**src/rtl/rv32i_pkg.sv**
```systemverilog
// rtl/rv32i_pkg.sv - shared opcodes, control encodings, FSM states and control bundle type
package rv32i_pkg;

  localparam logic [6:0] OP_R      = 7'b0110011;
  localparam logic [6:0] OP_I      = 7'b0010011;
  localparam logic [6:0] OP_LOAD   = 7'b0000011;
  localparam logic [6:0] OP_STORE  = 7'b0100011;
  localparam logic [6:0] OP_BRANCH = 7'b1100011;
  localparam logic [6:0] OP_JAL    = 7'b1101111;
  localparam logic [6:0] OP_JALR   = 7'b1100111;
  localparam logic [6:0] OP_LUI    = 7'b0110111;
  localparam logic [6:0] OP_AUIPC  = 7'b0010111;

  localparam logic [3:0] ALU_ADD   = 4'b0000;
  localparam logic [3:0] ALU_PASSB = 4'b1001;

  localparam logic [2:0] IMM_I = 3'b000;
  localparam logic [2:0] IMM_S = 3'b001;
  localparam logic [2:0] IMM_U = 3'b010;
  localparam logic [2:0] IMM_B = 3'b101;
  localparam logic [2:0] IMM_J = 3'b110;

  localparam logic [4:0] BR_NONE = 5'b00000;
  localparam logic [4:0] BR_JUMP = 5'b10000;

  localparam logic [1:0] WB_ALU = 2'b00;
  localparam logic [1:0] WB_DM  = 2'b01;
  localparam logic [1:0] WB_PC4 = 2'b10;

  localparam logic [1:0] CAUSE_NONE    = 2'b00;
  localparam logic [1:0] CAUSE_ILLEGAL = 2'b01;
  localparam logic [1:0] CAUSE_IMEM    = 2'b10;
  localparam logic [1:0] CAUSE_DMEM    = 2'b11;

  typedef enum logic [2:0] {FETCH, DECODE, EXEC, MEM, WB, TRAP} state_t;

  // Instruction class picks the FSM path taken after EXEC.
  typedef enum logic [2:0] {CL_NOP, CL_WB, CL_BRANCH, CL_LOAD, CL_STORE} cls_t;

  typedef struct packed {
    cls_t       cls;
    logic       alu_a_src;
    logic       alu_b_src;
    logic [2:0] imm_src;
    logic [3:0] alu_op;
    logic [4:0] br_op;
    logic [2:0] dm_ctrl;
    logic [1:0] ru_data_wr_src;
  } ctrl_t;

  localparam ctrl_t CTRL_NOP = '0;

endpackage

```
**src/rtl/rv32i_decoder.sv**
```systemverilog
// rtl/rv32i_decoder.sv - combinational RV32I decode of one instruction into a control bundle
module rv32i_decoder
  import rv32i_pkg::*;
(
  input  logic [31:0] instr,
  output ctrl_t       ctrl,
  output logic        illegal
);

  logic [6:0] opcode;
  logic [6:0] funct7;
  logic [2:0] funct3;
  logic       unused_fields;

  assign opcode = instr[6:0];
  assign funct3 = instr[14:12];
  assign funct7 = instr[31:25];
  assign unused_fields = ^{instr[24:15], instr[11:7]};

  always_comb begin
    ctrl    = CTRL_NOP;
    illegal = 1'b0;
    case (opcode)
      OP_R: begin
        ctrl.cls    = CL_WB;
        ctrl.alu_op = {instr[30], funct3};
        if (funct7 != 7'b0000000 &&
            !(funct7 == 7'b0100000 && (funct3 == 3'b000 || funct3 == 3'b101)))
          illegal = 1'b1;
      end
      OP_I: begin
        ctrl.cls       = CL_WB;
        ctrl.alu_b_src = 1'b1;
        ctrl.imm_src   = IMM_I;
        ctrl.alu_op    = {funct3 == 3'b101 && instr[30], funct3};
      end
      OP_LOAD: begin
        ctrl.cls            = CL_LOAD;
        ctrl.alu_b_src      = 1'b1;
        ctrl.imm_src        = IMM_I;
        ctrl.alu_op         = ALU_ADD;
        ctrl.dm_ctrl        = funct3;
        ctrl.ru_data_wr_src = WB_DM;
        illegal = (funct3 == 3'b011) || (funct3 == 3'b110) || (funct3 == 3'b111);
      end
      OP_STORE: begin
        ctrl.cls       = CL_STORE;
        ctrl.alu_b_src = 1'b1;
        ctrl.imm_src   = IMM_S;
        ctrl.alu_op    = ALU_ADD;
        ctrl.dm_ctrl   = funct3;
        illegal        = funct3 > 3'b010;
      end
      OP_BRANCH: begin
        // ALU forms the PC-relative target; the branch unit does the compare.
        ctrl.cls       = CL_BRANCH;
        ctrl.alu_a_src = 1'b1;
        ctrl.alu_b_src = 1'b1;
        ctrl.imm_src   = IMM_B;
        ctrl.alu_op    = ALU_ADD;
        ctrl.br_op     = {2'b01, funct3};
        illegal        = (funct3 == 3'b010) || (funct3 == 3'b011);
      end
      OP_JAL: begin
        ctrl.cls            = CL_WB;
        ctrl.alu_a_src      = 1'b1;
        ctrl.alu_b_src      = 1'b1;
        ctrl.imm_src        = IMM_J;
        ctrl.alu_op         = ALU_ADD;
        ctrl.br_op          = BR_JUMP;
        ctrl.ru_data_wr_src = WB_PC4;
      end
      OP_JALR: begin
        ctrl.cls            = CL_WB;
        ctrl.alu_b_src      = 1'b1;
        ctrl.imm_src        = IMM_I;
        ctrl.alu_op         = ALU_ADD;
        ctrl.br_op          = BR_JUMP;
        ctrl.ru_data_wr_src = WB_PC4;
      end
      OP_LUI: begin
        ctrl.cls       = CL_WB;
        ctrl.alu_b_src = 1'b1;
        ctrl.imm_src   = IMM_U;
        ctrl.alu_op    = ALU_PASSB;
      end
      OP_AUIPC: begin
        ctrl.cls       = CL_WB;
        ctrl.alu_a_src = 1'b1;
        ctrl.alu_b_src = 1'b1;
        ctrl.imm_src   = IMM_U;
        ctrl.alu_op    = ALU_ADD;
      end
      default: illegal = 1'b1;
    endcase
  end

endmodule

```
**src/rtl/rv32i_mc_control.sv**
```systemverilog
// rtl/rv32i_mc_control.sv - multi-cycle RV32I control FSM with memory handshakes and trap
module rv32i_mc_control
  import rv32i_pkg::*;
#(
  parameter int MEM_TIMEOUT  = 15,
  parameter bit TRAP_ILLEGAL = 1'b1
) (
  input  logic        clk,
  input  logic        rst,
  input  logic [31:0] instr,
  output logic        imem_req,
  input  logic        imem_ready,
  output logic        dmem_req,
  input  logic        dmem_ready,
  input  logic        br_taken,
  output logic        IRWr,
  output logic        PCWr,
  output logic        RUWr,
  output logic        ALUASrc,
  output logic        ALUBSrc,
  output logic        DMWr,
  output logic [1:0]  RUDataWrSrc,
  output logic [2:0]  ImmSrc,
  output logic [2:0]  DMCtrl,
  output logic [3:0]  ALUOp,
  output logic [4:0]  BrOp,
  output logic        trap,
  output logic [1:0]  trap_cause,
  output logic [2:0]  state_o
);

  localparam int CW = (MEM_TIMEOUT > 0) ? $clog2(MEM_TIMEOUT + 1) : 1;

  state_t        state, state_n;
  logic [1:0]    cause, cause_n;
  logic [31:0]   ir;
  ctrl_t         ctrl, dec;
  logic          dec_illegal;
  logic [CW-1:0] wait_cnt;
  logic          waiting, timeout;
  logic          unused_br;

  // br_taken steers the datapath PC mux directly; the FSM pulses PCWr either way.
  assign unused_br = br_taken;

  rv32i_decoder u_decoder (
    .instr   (ir),
    .ctrl    (dec),
    .illegal (dec_illegal)
  );

  assign waiting = (state == FETCH && !imem_ready) || (state == MEM && !dmem_ready);
  // Ready in the same cycle the count saturates wins, since waiting is then low.
  assign timeout = (MEM_TIMEOUT != 0) && waiting && (wait_cnt == CW'(MEM_TIMEOUT));

  always_ff @(posedge clk) begin
    if (rst) begin
      state    <= FETCH;
      cause    <= CAUSE_NONE;
      ir       <= '0;
      ctrl     <= CTRL_NOP;
      wait_cnt <= '0;
    end else begin
      state <= state_n;
      cause <= cause_n;
      if (IRWr) ir <= instr;
      if (state == DECODE) ctrl <= dec_illegal ? CTRL_NOP : dec;
      if (waiting && !timeout) wait_cnt <= wait_cnt + 1'b1;
      else                     wait_cnt <= '0;
    end
  end

  always_comb begin
    state_n  = state;
    cause_n  = cause;
    imem_req = 1'b0;
    dmem_req = 1'b0;
    IRWr     = 1'b0;
    PCWr     = 1'b0;
    RUWr     = 1'b0;
    DMWr     = 1'b0;
    case (state)
      FETCH: begin
        imem_req = 1'b1;
        if (imem_ready) begin
          IRWr    = 1'b1;
          state_n = DECODE;
        end else if (timeout) begin
          state_n = TRAP;
          cause_n = CAUSE_IMEM;
        end
      end
      DECODE: begin
        if (dec_illegal && TRAP_ILLEGAL) begin
          state_n = TRAP;
          cause_n = CAUSE_ILLEGAL;
        end else begin
          state_n = EXEC;
        end
      end
      EXEC: begin
        case (ctrl.cls)
          CL_BRANCH, CL_NOP: begin
            PCWr    = 1'b1;
            state_n = FETCH;
          end
          CL_LOAD, CL_STORE: state_n = MEM;
          default:           state_n = WB;
        endcase
      end
      MEM: begin
        dmem_req = 1'b1;
        DMWr     = (ctrl.cls == CL_STORE);
        if (dmem_ready) begin
          PCWr    = (ctrl.cls == CL_STORE);
          state_n = (ctrl.cls == CL_STORE) ? FETCH : WB;
        end else if (timeout) begin
          state_n = TRAP;
          cause_n = CAUSE_DMEM;
        end
      end
      WB: begin
        RUWr    = 1'b1;
        PCWr    = 1'b1;
        state_n = FETCH;
      end
      TRAP:    state_n = TRAP;
      default: state_n = FETCH;
    endcase
    // Holding everything low while rst is high stops any half-finished access leaking out.
    if (rst) begin
      imem_req = 1'b0;
      dmem_req = 1'b0;
      IRWr     = 1'b0;
      PCWr     = 1'b0;
      RUWr     = 1'b0;
      DMWr     = 1'b0;
    end
  end

  assign ALUASrc     = !rst && ctrl.alu_a_src;
  assign ALUBSrc     = !rst && ctrl.alu_b_src;
  assign ImmSrc      = rst ? 3'b000 : ctrl.imm_src;
  assign ALUOp       = rst ? 4'b0000 : ctrl.alu_op;
  assign BrOp        = rst ? BR_NONE : ctrl.br_op;
  assign DMCtrl      = rst ? 3'b000 : ctrl.dm_ctrl;
  assign RUDataWrSrc = rst ? WB_ALU : ctrl.ru_data_wr_src;
  assign trap        = !rst && (state == TRAP);
  assign trap_cause  = rst ? CAUSE_NONE : cause;
  assign state_o     = rst ? FETCH : state;

endmodule

```
**config.mk**
```make
export PLATFORM = sky130hd
export DESIGN_NAME = rv32i_mc_control
export DESIGN_NICKNAME = d
export VERILOG_FILES = /design/src/rtl/rv32i_pkg.sv /design/src/rtl/rv32i_decoder.sv /design/src/rtl/rv32i_mc_control.sv
export SDC_FILE = /design/constraint.sdc
export NUM_CORES = 1
export LEC_CHECK = 0
export ABC_AREA = 1
export CAP_MARGIN = 10
export CORE_UTILIZATION = 49
export CTS_BUF_LIST = sky130_fd_sc_hd__clkbuf_8
export CTS_CLUSTER_SIZE = 12
export DETAILED_ROUTE_END_ITERATION = 8
export PLACE_DENSITY = 0.82
export SLEW_MARGIN = 10
export SYNTH_ARGS = -nofsm -noshare
export SYNTH_HDL_FRONTEND = slang
export SYNTH_SLANG_ARGS = --single-unit
```
**constraint.sdc**
```tcl
create_clock -name clk -period 1.9 [get_ports clk]
set_clock_uncertainty 0.15 [all_clocks]
set_input_delay 0.38 -clock clk [delete_from_list [all_inputs] [get_ports clk]]
set_output_delay 0.38 -clock clk [all_outputs]
set_load 0.005 [all_outputs]
```
==> impl_metrics.prom, run 1 <==
# TYPE chip_impl_metric gauge
chip_impl_info{name="outcome",value="finished, violations left"} 1
chip_impl_info{name="violations",value="DRC, setup timing"} 1
chip_impl_metric{name="synth-seq-area-share",unit=""} 0.4092
chip_impl_metric{name="starting_density_of_the_core",unit=""} 0.5249
chip_impl_metric{name="crit_path_max_fanout",unit=""} 6
chip_impl_metric{name="worst-endpoint-arrival",unit="ps"} 2140
chip_impl_metric{name="final_min_period_over_clock_period",unit=""} 1.079
chip_impl_metric{name="worst_ir_drop_vdd",unit="V"} 0.0005345
chip_impl_metric{name="dr.first_iter.drc_count",unit=""} 261
chip_impl_metric{name="synthesis.instances",unit=""} 356
chip_impl_metric{name="gpl.final_weighted_congestion",unit=""} 0.9339
chip_impl_metric{name="syn2layout_area_growth",unit="%"} 47.79
chip_impl_metric{name="report.final.setup_viol",unit=""} 24
chip_impl_metric{name="coreArea",unit="mm2"} 0.004474
chip_impl_metric{name="io_count",unit=""} 68
chip_impl_metric{name="post-route-min-period",unit="ps"} 2050
chip_impl_metric{name="postSynthRegisterBits",unit=""} 48
chip_impl_metric{name="synth-warning-count",unit=""} 0
chip_impl_info{name="cts_tree",value="done"} 1
chip_impl_metric{name="synthDistinctLibCells",unit=""} 31
chip_impl_metric{name="antenna_found_initial",unit=""} 0
chip_impl_metric{name="routed_met2_length",unit="mm"} 3.238
chip_impl_metric{name="highest_achievable_clock_rate",unit="GHz"} 0.4878
chip_impl_metric{name="slew_headroom",unit=""} 0.6601
chip_impl_metric{name="fp.dieArea",unit="mm2"} 0.005074
chip_impl_metric{name="numClockSinks",unit=""} 48
chip_impl_metric{name="clkSlewWorstSetupHoldPaths",unit="ps"} 90
chip_impl_metric{name="htree_levels",unit=""} 2
chip_impl_info{name="worst_hold_path_type",value="reg -> reg"} 1
chip_impl_metric{name="final.setup.worst_slack",unit="ps"} -149.9
chip_impl_metric{name="ant_nets",unit=""} 0
chip_impl_info{name="yosys-top-cells-area",value="sky130_fd_sc_hd__dfxtp_1, sky130_fd_sc_hd__nand2_1, sky130_fd_sc_hd__nand3_1, sky130_fd_sc_hd__nor2_1, sky130_fd_sc_hd__inv_1"} 1
chip_impl_metric{name="chipHeight",unit="um"} 71.23
chip_impl_metric{name="finish.net_count",unit=""} 489
chip_impl_metric{name="antenna-diode-count",unit=""} 0
chip_impl_metric{name="max-clock-path-buffers",unit=""} 2
chip_impl_metric{name="dpl.hpwl",unit="mm"} 4.273
chip_impl_info{name="setup.worst_path.class",value="reg -> reg"} 1
chip_impl_metric{name="postPlaceCellArea",unit="mm2"} 0.003158
chip_impl_metric{name="post_synth_instance_area",unit="mm2"} 0.002349
chip_impl_metric{name="cts_made_buffers",unit=""} 5
chip_impl_metric{name="die_x",unit="um"} 71.23
chip_impl_info{name="grt_setup_unrepaired",value="true"} 1
chip_impl_metric{name="route.detailed.drc",unit=""} 3
chip_impl_metric{name="design_power_total",unit="mW"} 2.099
chip_impl_metric{name="syn-mean-instance-area",unit="um2"} 6.597
chip_impl_metric{name="grt_pass1_wl",unit="mm"} 10.37
chip_impl_metric{name="clkLatencyLatePin",unit="ps"} 300
chip_impl_metric{name="m1WireLength",unit="mm"} 2.736
chip_impl_metric{name="syn-num-nets",unit=""} 394
chip_impl_metric{name="global_route.usage.total",unit=""} 0.2603
chip_impl_metric{name="routed_wl",unit="mm"} 6.597
chip_impl_metric{name="route.detailed.vias_per_inst",unit=""} 5.288
chip_impl_info{name="highest_layer",value="met4"} 1
chip_impl_metric{name="detailroute.via_count",unit=""} 2665
chip_impl_metric{name="timing.final.hold_violations",unit=""} 0
chip_impl_metric{name="final_layout_size_suffix_gt1_frac",unit=""} 0.2522
chip_impl_metric{name="placementRows",unit=""} 24
chip_impl_info{name="cell_taking_the_most_area_after_synthesis",value="sky130_fd_sc_hd__dfxtp_1"} 1
chip_impl_metric{name="postLayoutCoreUtil",unit=""} 0.7757
chip_impl_metric{name="first_global_vias",unit=""} 2472
chip_impl_metric{name="tightest_slew",unit="ps"} 509.3
chip_impl_metric{name="cp_data_required_time",unit="ps"} 1990
chip_impl_metric{name="totalNegativeSetupSlack",unit="ps"} -2383
chip_impl_metric{name="dp_worst_setup_slack",unit="ps"} -568.2
chip_impl_metric{name="power.density_cell_area",unit="mW/mm2"} 604.8
chip_impl_metric{name="portBuffers",unit=""} 51
chip_impl_metric{name="report.final.slew_viol_count",unit=""} 0
chip_impl_metric{name="leakagePower",unit="nW"} 1.708
chip_impl_info{name="clock_tree.root_cell",value="sky130_fd_sc_hd__clkbuf_8"} 1
chip_impl_metric{name="detailed_router_iteration_count_before_antenna_repair",unit=""} 8
chip_impl_metric{name="met3WireLength",unit="um"} 480
chip_impl_metric{name="maximum_number_of_pins_on_one_net_before_global_route_repair",unit=""} 31
chip_impl_metric{name="routedWlPerCell",unit="um"} 13.09
chip_impl_metric{name="synth_top_area_share",unit=""} 0.4092
chip_impl_info{name="crit_path_end_kind",value="flop"} 1
chip_impl_metric{name="fin_area",unit="mm2"} 0.003471
chip_impl_metric{name="grt.overflow.total",unit=""} 0
chip_impl_info{name="critical_path.startpoint_type",value="flop"} 1
chip_impl_metric{name="max_cap_violations",unit=""} 0
logic make-up after synthesis:
group / count (synthesis) / synth area share
AOI/OAI and AO/OA: 45 / 0.1002
adders and majority gates: 1 / 0.005327
DFF: 48 / 0.4092
buffers and inverters: 65 / 0.1065
xor gates and xnor gates: 2 / 0.007460
and+or+nand+nor: 195 / 0.3713
path summary, 6_finish.rpt:
path,from,to,slack (ps),cells past startpoint
max,state[0],ctrl[17],-150,12
min,wait_cnt[0],wait_cnt[0],300,1
max reg2reg,state[0],ctrl[17],-150,12
min reg2reg,wait_cnt[0],wait_cnt[0],300,1
critical path: stages (launching register included):
cell                      delay [ps]
sky130_fd_sc_hd__dfxtp_2         360
sky130_fd_sc_hd__buf_6           120
sky130_fd_sc_hd__nand2_4          50
sky130_fd_sc_hd__buf_4           130
sky130_fd_sc_hd__buf_4           120
sky130_fd_sc_hd__buf_4           120
sky130_fd_sc_hd__buf_4           120
sky130_fd_sc_hd__nor2_2          110
sky130_fd_sc_hd__buf_4           170
sky130_fd_sc_hd__nand3_4         130
sky130_fd_sc_hd__nor2_4          200
sky130_fd_sc_hd__inv_2            60
sky130_fd_sc_hd__o21ai_1         130
synth_stat cells:
library cell / number
sky130_fd_sc_hd__nand3_1: 41
sky130_fd_sc_hd__buf_1: 1
sky130_fd_sc_hd__o2111ai_1: 1
sky130_fd_sc_hd__ha_1: 1
sky130_fd_sc_hd__nor2_2: 1
sky130_fd_sc_hd__nand4_2: 1
sky130_fd_sc_hd__or2_1: 1
sky130_fd_sc_hd__nor2_1: 52
sky130_fd_sc_hd__nor3_2: 1
sky130_fd_sc_hd__a31oi_1: 3
sky130_fd_sc_hd__nand3_4: 1
sky130_fd_sc_hd__nand2_1: 80
sky130_fd_sc_hd__inv_1: 47
sky130_fd_sc_hd__and3_1: 1
sky130_fd_sc_hd__nor4_1: 2
sky130_fd_sc_hd__xor2_1: 1
sky130_fd_sc_hd__nor3_1: 3
sky130_fd_sc_hd__nand4_1: 3
sky130_fd_sc_hd__buf_2: 5
sky130_fd_sc_hd__a21oi_1: 19
sky130_fd_sc_hd__a211oi_1: 1
sky130_fd_sc_hd__nand2_2: 4
sky130_fd_sc_hd__dfxtp_1: 48
sky130_fd_sc_hd__o21ai_0: 17
sky130_fd_sc_hd__clkbuf_1: 6
sky130_fd_sc_hd__nor2_4: 3
sky130_fd_sc_hd__nand3b_1: 1
sky130_fd_sc_hd__clkinv_1: 1
sky130_fd_sc_hd__inv_2: 5
sky130_fd_sc_hd__o21ai_1: 4
sky130_fd_sc_hd__xnor2_1: 1
state kept, by name, summed over array words and instances (netlist names):
register	flops
cause	2
ctrl	22
ir	17
state	3
wait_cnt	4
layout make-up:
| class | instances | area, um2 |
|---|---|---|
| clock buffer | 6 | 82.58 |
| timing repair buffer | 100 | 890.9 |
| clock inverter | 2 | 7.507 |
| sequential | 48 | 968.4 |
| tap | 52 | 65.06 |
| multi-input combinational | 243 | 1254 |
| fill | 305 | 1003 |
| inverter | 53 | 202.7 |
metal layers:
layer  vias to the layer above  GRT usage
li1                       1317          -
met5                         -          0
met4                         0    0.08667
met2                       129     0.4582
met3                        23    0.06470
met1                      1196     0.3104
report_power, final:
group	internal, mW	switching, mW
clock	0.286	0.324
combinational	0.188	0.221
sequential	1.04	0.0351
cells in the final DEF, fill, tap and decap left out, types with 2 or more instances in the layout:
cell type,Yosys,final
sky130_fd_sc_hd__nand2_1,80,77
sky130_fd_sc_hd__inv_1,47,45
sky130_fd_sc_hd__dfxtp_1,48,44
sky130_fd_sc_hd__buf_4,0,44
sky130_fd_sc_hd__nand3_1,41,40
sky130_fd_sc_hd__nor2_1,52,34
sky130_fd_sc_hd__clkdlybuf4s50_1,0,19
sky130_fd_sc_hd__dlygate4sd2_1,0,19
sky130_fd_sc_hd__a21oi_1,19,18
sky130_fd_sc_hd__nor2_2,1,16
sky130_fd_sc_hd__o21ai_0,17,15
sky130_fd_sc_hd__inv_2,5,8
sky130_fd_sc_hd__nor2_4,3,6
sky130_fd_sc_hd__nand2_2,4,6
sky130_fd_sc_hd__o21ai_1,4,6
sky130_fd_sc_hd__clkbuf_8,0,6
sky130_fd_sc_hd__dlymetal6s2s_1,0,4
sky130_fd_sc_hd__buf_2,5,4
sky130_fd_sc_hd__buf_6,0,4
sky130_fd_sc_hd__a31oi_1,3,3
sky130_fd_sc_hd__nand4_1,3,3
sky130_fd_sc_hd__dfxtp_2,0,3
sky130_fd_sc_hd__nor4_4,0,2
sky130_fd_sc_hd__nor3_2,1,2
sky130_fd_sc_hd__nor3_1,3,2
sky130_fd_sc_hd__buf_8,0,2
stage by stage:
stage / cells / hold slack [ps]
CTS: 503 / 299.7
detailed placement: 485 / 288.1
global placement: 485 / 281.4
finish: 504 / 298.4
global route: 504 / 317.8
floorplan: 356 / 267.5
repair_timing:
item | CTS | global route
pin swaps | 3 | 6
gates cloned | 1 | 0
endpoints found under the setup margin | 31 | 35
gates resized for setup | 74 | 32
hold buffers | 0 | 0
setup buffers | 10 | 4
Power figures use the tool's default switching activity.
==> run 2, diff against run 1 <==
--- a/config.mk
+++ b/config.mk
@@ -11,6 +11,7 @@
 export CTS_BUF_LIST = sky130_fd_sc_hd__clkbuf_8
 export CTS_CLUSTER_SIZE = 12
 export DETAILED_ROUTE_END_ITERATION = 8
+export HOLD_SLACK_MARGIN = 0.03
 export PLACE_DENSITY = 0.82
 export SLEW_MARGIN = 10
 export SYNTH_ARGS = -nofsm -noshare
==> results of run 2 <==
The final DEF is identical to that of run 1; final timing and power are the same.
